<file path="config.mk">
export PLATFORM = sky130hd
export DESIGN_NAME = vga_timing_ctrl
export DESIGN_NICKNAME = d
export VERILOG_FILES = /design/src/rtl/vga_timing_ctrl.sv
export SDC_FILE = /design/constraint.sdc
export NUM_CORES = 1
export LEC_CHECK = 0
export CAP_MARGIN = 5
export CORE_UTILIZATION = 40
export DETAILED_ROUTE_END_ITERATION = 12
export MAX_ROUTING_LAYER = met4
export PLACE_DENSITY_LB_ADDON = 0.3
export SLEW_MARGIN = 20
export SYNTH_ARGS = -nofsm -noshare
export SYNTH_HDL_FRONTEND = slang
export SYNTH_SLANG_ARGS = --single-unit
</file>
<file path="constraint.sdc">
create_clock -name clk -period 2.1 [get_ports clk]
set_input_delay 0.42 -clock clk [delete_from_list [all_inputs] [get_ports clk]]
set_output_delay 0.42 -clock clk [all_outputs]
set_load 0.02 [all_outputs]
</file>
<file path="src/rtl/vga_timing_ctrl.sv">
// vga_timing_ctrl: VGA raster timing generator with pixel-enable divider and registered sync/DAC stage
// ports: clk, rst_n (async, active-low); rgb_in colour returned for pix_x/pix_y;
//        pix_x/pix_y/video_active current scan position; vga_hs/vga_vs active-low syncs;
//        vga_r/g/b 4-bit DAC drive; frame_tick one-clk pulse at start of vertical blanking
module vga_timing_ctrl #(
   parameter int CLK_DIV  = 4,
   parameter int H_SYNC   = 96,
   parameter int H_BACK   = 48,
   parameter int H_ACTIVE = 640,
   parameter int H_FRONT  = 16,
   parameter int V_SYNC   = 2,
   parameter int V_BACK   = 33,
   parameter int V_ACTIVE = 480,
   parameter int V_FRONT  = 10
) (
   input  logic       clk,
   input  logic       rst_n,
   input  logic [7:0] rgb_in,
   output logic [9:0] pix_x,
   output logic [8:0] pix_y,
   output logic       video_active,
   output logic       vga_hs,
   output logic       vga_vs,
   output logic [3:0] vga_r,
   output logic [3:0] vga_g,
   output logic [3:0] vga_b,
   output logic       frame_tick
);
   localparam logic [3:0]  DIV_LAST   = 4'(CLK_DIV - 1);
   localparam logic [9:0]  H_LAST     = 10'(H_SYNC + H_BACK + H_ACTIVE + H_FRONT - 1);
   localparam logic [9:0]  V_LAST     = 10'(V_SYNC + V_BACK + V_ACTIVE + V_FRONT - 1);
   localparam logic [9:0]  H_START    = 10'(H_SYNC + H_BACK);
   localparam logic [9:0]  V_START    = 10'(V_SYNC + V_BACK);
   localparam logic [10:0] H_END      = 11'(H_SYNC + H_BACK + H_ACTIVE);
   localparam logic [10:0] V_END      = 11'(V_SYNC + V_BACK + V_ACTIVE);
   localparam logic [9:0]  V_VIS_LAST = 10'(V_SYNC + V_BACK + V_ACTIVE - 1);
   localparam logic [9:0]  H_SYNC_END = 10'(H_SYNC);
   localparam logic [9:0]  V_SYNC_END = 10'(V_SYNC);
   logic [3:0] div_cnt;
   logic [9:0] h_cnt;
   logic [9:0] v_cnt;
   logic       pix_en;
   logic       h_wrap;
   logic       v_wrap;
   always_comb begin
      pix_en       = (CLK_DIV == 1) || (div_cnt == DIV_LAST);
      h_wrap       = h_cnt == H_LAST;
      v_wrap       = v_cnt == V_LAST;
      // end bounds compared at 11 bits so a total of exactly 1024 still works
      video_active = h_cnt >= H_START && {1'b0, h_cnt} < H_END &&
                     v_cnt >= V_START && {1'b0, v_cnt} < V_END;
      pix_x        = video_active ? h_cnt - H_START : '0;
      pix_y        = video_active ? 9'(v_cnt - V_START) : '0;
   end
   always_ff @(posedge clk or negedge rst_n) begin
      if (!rst_n) begin
         div_cnt    <= '0;
         h_cnt      <= '0;
         v_cnt      <= '0;
         vga_hs     <= 1'b1;
         vga_vs     <= 1'b1;
         vga_r      <= '0;
         vga_g      <= '0;
         vga_b      <= '0;
         frame_tick <= 1'b0;
      end else begin
         div_cnt    <= pix_en ? '0 : div_cnt + 4'd1;
         frame_tick <= pix_en && h_wrap && v_cnt == V_VIS_LAST;
         if (pix_en) begin
            h_cnt  <= h_wrap ? '0 : h_cnt + 10'd1;
            if (h_wrap)
               v_cnt <= v_wrap ? '0 : v_cnt + 10'd1;
            // sync and colour share one register stage so they stay pixel-aligned
            vga_hs <= !(h_cnt < H_SYNC_END);
            vga_vs <= !(v_cnt < V_SYNC_END);
            vga_r  <= video_active ? {rgb_in[7:5], rgb_in[7]} : '0;
            vga_g  <= video_active ? {rgb_in[4:2], rgb_in[4]} : '0;
            vga_b  <= video_active ? {rgb_in[1:0], rgb_in[1:0]} : '0;
         end
      end
   end
endmodule

</file>
# Yosys cells after proc, flatten, opt, wreduce, memory -nomap -nowiden
# Index checks and enable logic that the tools add are counted.
[word_totals]
ff_bits = 39
inputBits = 10
out_inout_bits = 35
[op_classes]
add_sub_neg = 5
order_cmp = 6
n_eq_ne = 4
mux = 8
n_reduce_logical = 8
[op_table]
columns = ["cell", "n"]
rows = [
  ["$eq A10 B10 Y1 const B", 3],
  ["$mux W10", 3],
  ["$add A10 B1 Y10 const B", 2],
  ["$lt A10 B10 Y1 const B", 2],
  ["$mux W4", 4],
  ["$ge A10 B6 Y1 const B", 1],
  ["$ge A10 B8 Y1 const B", 1],
  ["$lt A10 B2 Y1 const B", 1],
  ["$lt A10 B7 Y1 const B", 1],
  ["$sub A10 B8 Y10 const B", 1],
  ["$mux W9", 1],
  ["$sub A9 B6 Y9 const B", 1],
  ["$logic_and A1 B1 Y1", 5],
  ["$add A4 B1 Y4 const B", 1],
  ["$eq A4 B2 Y1 const B", 1],
  ["$logic_not A1 Y1", 2],
  ["$reduce_and A2 Y1", 1],
]

# Depth between registers and ports, before layout
# Gate-level depths: netlist of run 1.
[logic_depth]
ltp_word = 5
mapped_depth = 8
depth_no_buf = 6

# Least setup slack after synthesis of run 1
# OpenSTA, ideal clock, no wires.
[synth_path]
path_type = "reg2out"
start = "reg v_cnt[1]"
end = "out pix_x[2]"
t_arrival_ps = 2032
path_slack_ps = -352
stages_incl_launch_ff = 7
n_path_buf = 2
path_cell_list = "dfrtp_1 > ha_1 > clkbuf_1 > nor4_1 > a21oi_2 > buf_2 > nor3b_1"
[synth_via]
elab_chain_cells = 4
elab_cells_between_ends = 5
classes_between = "order compare (2); mux (1); reduce/logical (2)"
[synth_rtl]
columns = ["element", "line", "text"]
rows = [
  ["from (decl)", "41", "logic [9:0] v_cnt;"],
  ["from (signal assigned)", "72", "v_cnt <= v_wrap ? '0 : v_cnt + 10'd1;"],
  ["$ge A10 B6 Y1", "51", "v_cnt >= V_START && {1'b0, v_cnt} < V_END;"],
  ["$logic_and A1 B1 Y1", "50", "video_active = h_cnt >= H_START && {1'b0, h_cnt} < H_END &&"],
  ["$logic_and A1 B1 Y1 (*)", "51", ""],
  ["$mux W10 (*)", "52", "pix_x = video_active ? h_cnt - H_START : '0;"],
  ["to (decl)", "19", "output logic [9:0] pix_x,"],
]
# Mark *: on every way between the ends. The rest lies on a longest branch, timed or not.

# Worst setup path after layout of run 1
[layout_path]
start = "reg v_cnt[1]"
end = "out pix_y[8]"
[layout_via]
elab_chain_cells = 4
elab_cells_between_ends = 6
classes_between = "add/sub (1); order compare (2); mux (1); reduce/logical (2)"
[layout_rtl]
columns = ["element", "line", "text"]
rows = [
  ["$ge A10 B6 Y1", "51", ""],
  ["$logic_and A1 B1 Y1", "50", ""],
  ["$logic_and A1 B1 Y1", "51", ""],
  ["$mux W9 (*)", "53", "pix_y = video_active ? 9'(v_cnt - V_START) : '0;"],
  ["to (decl)", "20", "output logic [8:0] pix_y,"],
]
# Marks and branches as above.

==> results of run 1 <==
[repair_timing]
item	CTS	global route
hold endpoints to repair	0	0
pin swaps	5	5
setup buffers	5	1
gates cloned	2	1
resized for setup	112	20
setup endpoints to repair	20	21
[layout make-up]
class	count	area [sq um]
inverters	16	60.1
repair buffers	105	978
fillers	414	1730
well taps	70	87.6
clock inverters	3	20.0
clock buffers	5	68.8
flip-flops and latches	35	881
multi-input cells	166	1410
[state kept, by name, summed over array words and instances, names as in the netlist]
register,flops
vga_vs,1
vga_g,3
div_cnt,4
vga_hs,1
vga_r,3
frame_tick,1
h_cnt,10
vga_b,2
v_cnt,10
[how the worst min path moves through the flow]
stage                     startpoint         end  slack, ns  depth (start not counted)
after detailed placement    vga_r[1]    vga_r[1]       0.46                          2
after CTS                 div_cnt[0]  div_cnt[0]       0.48                          1
after global placement    div_cnt[0]  div_cnt[0]       0.45                          1
after floorplan                rst_n  div_cnt[0]       0.12                          0
final                     div_cnt[0]  div_cnt[0]       0.47                          1
after global routing      div_cnt[0]  div_cnt[0]       0.49                          1
[logic make-up after synthesis]
group	count (synthesis)
muxes	4
DFF	35
AOI/OAI and AO/OA	38
and+or+nand+nor	97
buffers and inverters	40
xor gates and xnor gates	18
adders and majority gates	9
[metal layers]
metal | vias to the layer above | track usage | wire length (microns)
li1 | 1022 | - | -
met1 | 1030 | 0.272 | 2650
met2 | 43 | 0.405 | 3410
met3 | 13 | 0.0381 | 202
met4 | 0 | 0.0712 | 128
met5 | - | - | 0
[through the flow]
stage | cell area (sq um) | total power [mW]
after floorplan | 2390 | 0.690
after global placement | 3190 | 0.721
after detailed placement | 3190 | 0.722
after CTS | 3370 | 1.21
after global routing | 3500 | 1.25
final | 3500 | 1.20
[layout by cell type (no fill, tap or decap), types with 7 or more instances in the layout]
| cell | count |
|---|---|
| nand2_1 | 25 |
| buf_6 | 8 |
| dfrtp_1 | 31 |
| nor3_2 | 11 |
| buf_4 | 65 |
| xnor2_1 | 15 |
| ha_1 | 7 |
| nand3_1 | 11 |
| clkdlybuf4s50_1 | 24 |
| a21oi_1 | 9 |
| inv_1 | 14 |
| nor2_1 | 12 |
[power groups by stage]
stage          sequential [mW]  clock [mW]  combinational (mW)
6_report                 0.674       0.492              0.0355
2_1_floorplan            0.687           0             0.00274
5_1_grt                  0.674       0.536              0.0404
4_1_cts                  0.674       0.498              0.0349
3_3_place_gp             0.687           0              0.0343
3_5_place_dp             0.687           0              0.0348
[critical path, cell delays in order (launching register included)]
cell,delay (ns)
dfrtp_2,0.43
ha_4,0.18
o41ai_4,0.27
a21oi_2,0.13
a21oi_4,0.22
buf_4,0.17
buf_16,0.12
nor3_2,0.04
buf_4,0.15
==> out/qor.yml, run 1 <==
run_status:
  status: "complete, but fails checks"
  failed_checks: "setup timing"
yosys:
  yosys-mux-area-fraction: 0.0191
  synth_enable_flop_cells: 0
  synth_top_cells_by_count: "dfrtp_1, nand2_1, nor3_1"
  synth_top_family_by_area: "simple AND/OR/NAND/NOR gates"
  synth_xor_area_frac: 0.0707
  syn_area_sq_um: 2230
  synth_most_common_cell: "dfrtp_1"
  ys_seq_area_frac: 0.394
  synth_compound_area_frac: 0.122
  async_flop_share: 1.00
  synth_ff_type: "dfrtp_1"
  syn-num-nets: 260
  yosys.area.top_type_share: 0.370
  synth-simple-area-share: 0.254
  ys_ff_latch: 35
  syn_inst: 241
  ys_types: 51
  yosysTopAreaCell: "dfrtp_1"
  synth_fa_ha_area_frac: 0.0505
  synthTopCellsByArea: "dfrtp_1, xnor2_1, ha_1"
  postSynthAreaPerCell_sq_um: 9.26
  yosys_warnings: 0
finish:
  drive_gt1_frac: 0.424
  antennaDiodeCount: 0
  finish.utilization: 0.669
  nets: 348
  area_growth_syn_to_layout_pct: 57.0
  layoutNonFillerInstCount: 400
critical_path:
  critPathMaxFanout: 5
  timing.rr.end: "v_cnt[4]"
  r2r_setup_slack_ns: 0.10
  startpoint_type: "flip-flop"
  reg2reg_from: "h_cnt[4]"
  critPathCapture: "pix_y[8]"
  end_kind: "output port"
  startpoint: "v_cnt[1]"
  arrival_ns: 2.00
  path_class: "flip-flop to output port"
  reg2reg_depth: 7
  worstPathRequired_ns: 1.68
floorplan:
  fp.coreArea_sq_um: 5240
  rows: 26
  fp.dieW_microns: 76.7
  start_util: 0.426
  ioPinCount: 45
  die_area_sq_um: 5880
  die_h_microns: 76.7
sta:
  whs_ns: 0.473
  rsz0062_at_grt: "yes"
  fin_crit_sh: 1.15
  final.setup.tns_ns: -5.87
  slew_headroom: 0.703
  slew_violations: 0
  hold_viol_final: 0
  min_period_ns: 2.42
  finalSetupViolCount: 20
  clock_skew_ns: 0.00817
  setup_slack_ns: -0.317
  max_freq_mhz: 414
  tightest_slew_ns: 0.446
routing:
  wl_per_cell_microns: 16.0
  vias: 2108
  drt_wl_total_microns: 6390
  drc: 0
  antenna_left: 0
  first_pass_iters: 4
  drtIter0Drc: 88
  via_per_inst: 5.27
clock_network:
  clk_path_buf_depth: 2
  cts.sinks: 35
  cts_buffers: 5
  cts_root_buffer: "clkbuf_8"
  h-tree-depth: 2
  clk_latency_ns: 0.29
  cts_hold_buf: 0
  clkTransAtPathRegs_ns: 0.07
  cts_tree: "built"
placed_design:
  port_buffers: 44
  placedCellCount: 384
  gp_congestion: 0.854
  post-place-ws_ns: -0.502
  dpl.hpwl_microns: 4310
job:
  maxCapViolCount: 0
pwr:
  power_switching_uw: 280
  p_leak_nw: 1.59
  clockPowerShare: 0.409
  swShare: 0.233
  vdd_drop_max_mv: 0.376
  seqPwrFrac: 0.561
  intPower_uw: 921
  power_frac_comb: 0.030
  p_per_area_nw_per_um2: 343
min_path:
  hp-class: "flip-flop to flip-flop"
global_routing:
  grt_max_degree: 36
  grt_usage: 0.232
  antenna_found_initial: 0
  overflow: 0
  grt_pass1_vias: 2177
  grt_pass1_wl_microns: 10500
No activity file was read; power rests on OpenSTA's default activity.
==> run 2, diff against run 1 <==
- RECOVER_POWER: default -> 50
==> run 2 against run 1 <==
  * Power is 0.15% lower
  * Critical path type unchanged
  * Flip-flop and latch count unchanged
  * Sequential power about the same
  * Design area decreased by 0.61%
  * Clock power hardly changed
  * Highest routed layer unchanged
  * Via count barely moved
  * Utilization shrank 0.41 points
  * The flow still finishes with violations (setup timing)
  * Clock skew shrank 0.00052 ns
==> out/qor.yml, run 2 (synthesis gave the netlist of run 1 again) <==
run_status:
  status: "complete, but fails checks"
  failed_checks: "setup timing"
routing:
  vias: 2110
  wl_per_cell_microns: 16.0
  via_per_inst: 5.28
  first_pass_iters: 4
  antenna_left: 0
  drt_wl_total_microns: 6390
  drc: 0
  drtIter0Drc: 77
sta:
  tightest_slew_ns: 0.871
  max_freq_mhz: 414
  clock_skew_ns: 0.00766
  setup_slack_ns: -0.315
  rsz0062_at_grt: "yes"
  slew_violations: 0
  slew_headroom: 0.420
  fin_crit_sh: 1.15
  hold_viol_final: 0
  min_period_ns: 2.42
  finalSetupViolCount: 21
finish:
  antennaDiodeCount: 0
  final_area_sq_um: 3480
  area_growth_syn_to_layout_pct: 56.1
  drive_gt1_frac: 0.415
  nets: 348
  final_cell_mix: "buf_4, dfrtp_1, nand2_1, clkdlybuf4s50_1, xnor2_1"
  finish.utilization: 0.665
  final_common_cell: "buf_4"
  reg_top3: "h_cnt: 10 flops, v_cnt: 10 flops, div_cnt: 4 flops"
placed_design:
  gp_congestion: 0.854
  dpl_cell_area_sq_um: 3190
  post-place-ws_ns: -0.502
  dpl.hpwl_microns: 4310
  port_buffers: 44
floorplan:
  fp.coreArea_sq_um: 5240
  die_area_sq_um: 5880
  fp.dieW_microns: 76.7
  die_h_microns: 76.7
  start_util: 0.426
  ioPinCount: 45
  rows: 26
clock_network:
  h-tree-depth: 2
  clkTransAtPathRegs_ns: 0.07
  cts_root_buffer: "clkbuf_8"
  cts_buffers: 5
  clk_latency_ns: 0.29
  cts_hold_buf: 0
  cts.sinks: 35
  clk_path_buf_depth: 2
  cts_tree: "built"
global_routing:
  grt_pass1_wl_microns: 10500
  overflow: 0
  use_met3: 0.0381
  grt_usage: 0.232
  grt_max_degree: 36
  grt_pass1_vias: 2177
  grt-busiest-layer: "met2"
  use_met2: 0.405
  antenna_found_initial: 0
  grtUsageMet1: 0.272
critical_path:
  arrival_ns: 2.00
  worstPathRequired_ns: 1.68
  startpoint_type: "flip-flop"
  critPathMaxFanout: 5
  end_kind: "output port"
  path_class: "flip-flop to output port"
min_path:
  hp-class: "flip-flop to flip-flop"
pwr:
  p_per_area_nw_per_um2: 344
  vdd_drop_max_mv: 0.376
  p_leak_nw: 1.58
job:
  maxCapViolCount: 0
-- run 2: per-layer routing --
metal	share of wire	vias to the layer above
met5	0	-
met3	0.032	18
met2	0.52	47
met4	0.028	0
met1	0.42	1020
li1	-	1025
-- run 2: per-stage QoR --
| step | total power [mW] | setup TNS (ns) | cells | hold WS [ns] |
|---|---|---|---|---|
| 6_report | 1.20 | -5.89 | 400 | 0.475 |
| 3_5_place_dp | 0.722 | -9.28 | 384 | 0.465 |
| 4_1_cts | 1.21 | -5.92 | 398 | 0.479 |
| 2_1_floorplan | 0.690 | -2.74 | 241 | 0.124 |
| 3_3_place_gp | 0.721 | -8.82 | 384 | 0.452 |
| 5_1_grt | 1.25 | -8.36 | 400 | 0.496 |
-- run 2: where the power goes --
group | internal (mW) | switching [mW] | leakage (nW)
Clock | 0.231 | 0.260 | 0.0402
Sequential | 0.674 | 0 | 0.464
Combinational | 0.0157 | 0.0187 | 1.07
Total | 0.920 | 0.279 | 1.58
-- run 2: final timing paths --
| kind | slack [ns] | endpoint | start | depth (start not counted) |
|---|---|---|---|---|
| max | -0.32 | pix_y[8] | v_cnt[1] | 8 |
| min | 0.48 | div_cnt[0] | div_cnt[0] | 1 |
| max reg2reg | -0.04 | h_cnt[8] | div_cnt[0] | 6 |
| min reg2reg | 0.48 | div_cnt[0] | div_cnt[0] | 1 |
| max in group asynchronous | 0.74 | v_cnt[1] | rst_n | 2 |
| min in group asynchronous | 0.77 | vga_b[1] | rst_n | 2 |
-- run 2: cell type report --
type | instances | area, sq um
Sequential cell | 35 | 881
Clock buffer | 5 | 68.8
Clock inverter | 3 | 20.0
Tap cell | 70 | 87.6
Inverter | 16 | 60.1
Fill cell | 420 | 1760
Multi-Input combinational cell | 166 | 1400
Timing Repair Buffer | 105 | 968
-- run 2: timing repair --
item,in CTS,in global routing
buffers inserted,5,1
endpoints found under the setup margin,20,21
resized for setup,112,20
cloned,2,1
pin swaps,5,5
-- run 2: worst max-delay path: stages (launching register included) --
cell and delay [ns]:
dfrtp_2 0.43, ha_4 0.18, o41ai_4 0.27, a21oi_2 0.13
a21oi_4 0.22, buf_4 0.17, buf_16 0.12, nor3_2 0.04
buf_4 0.15
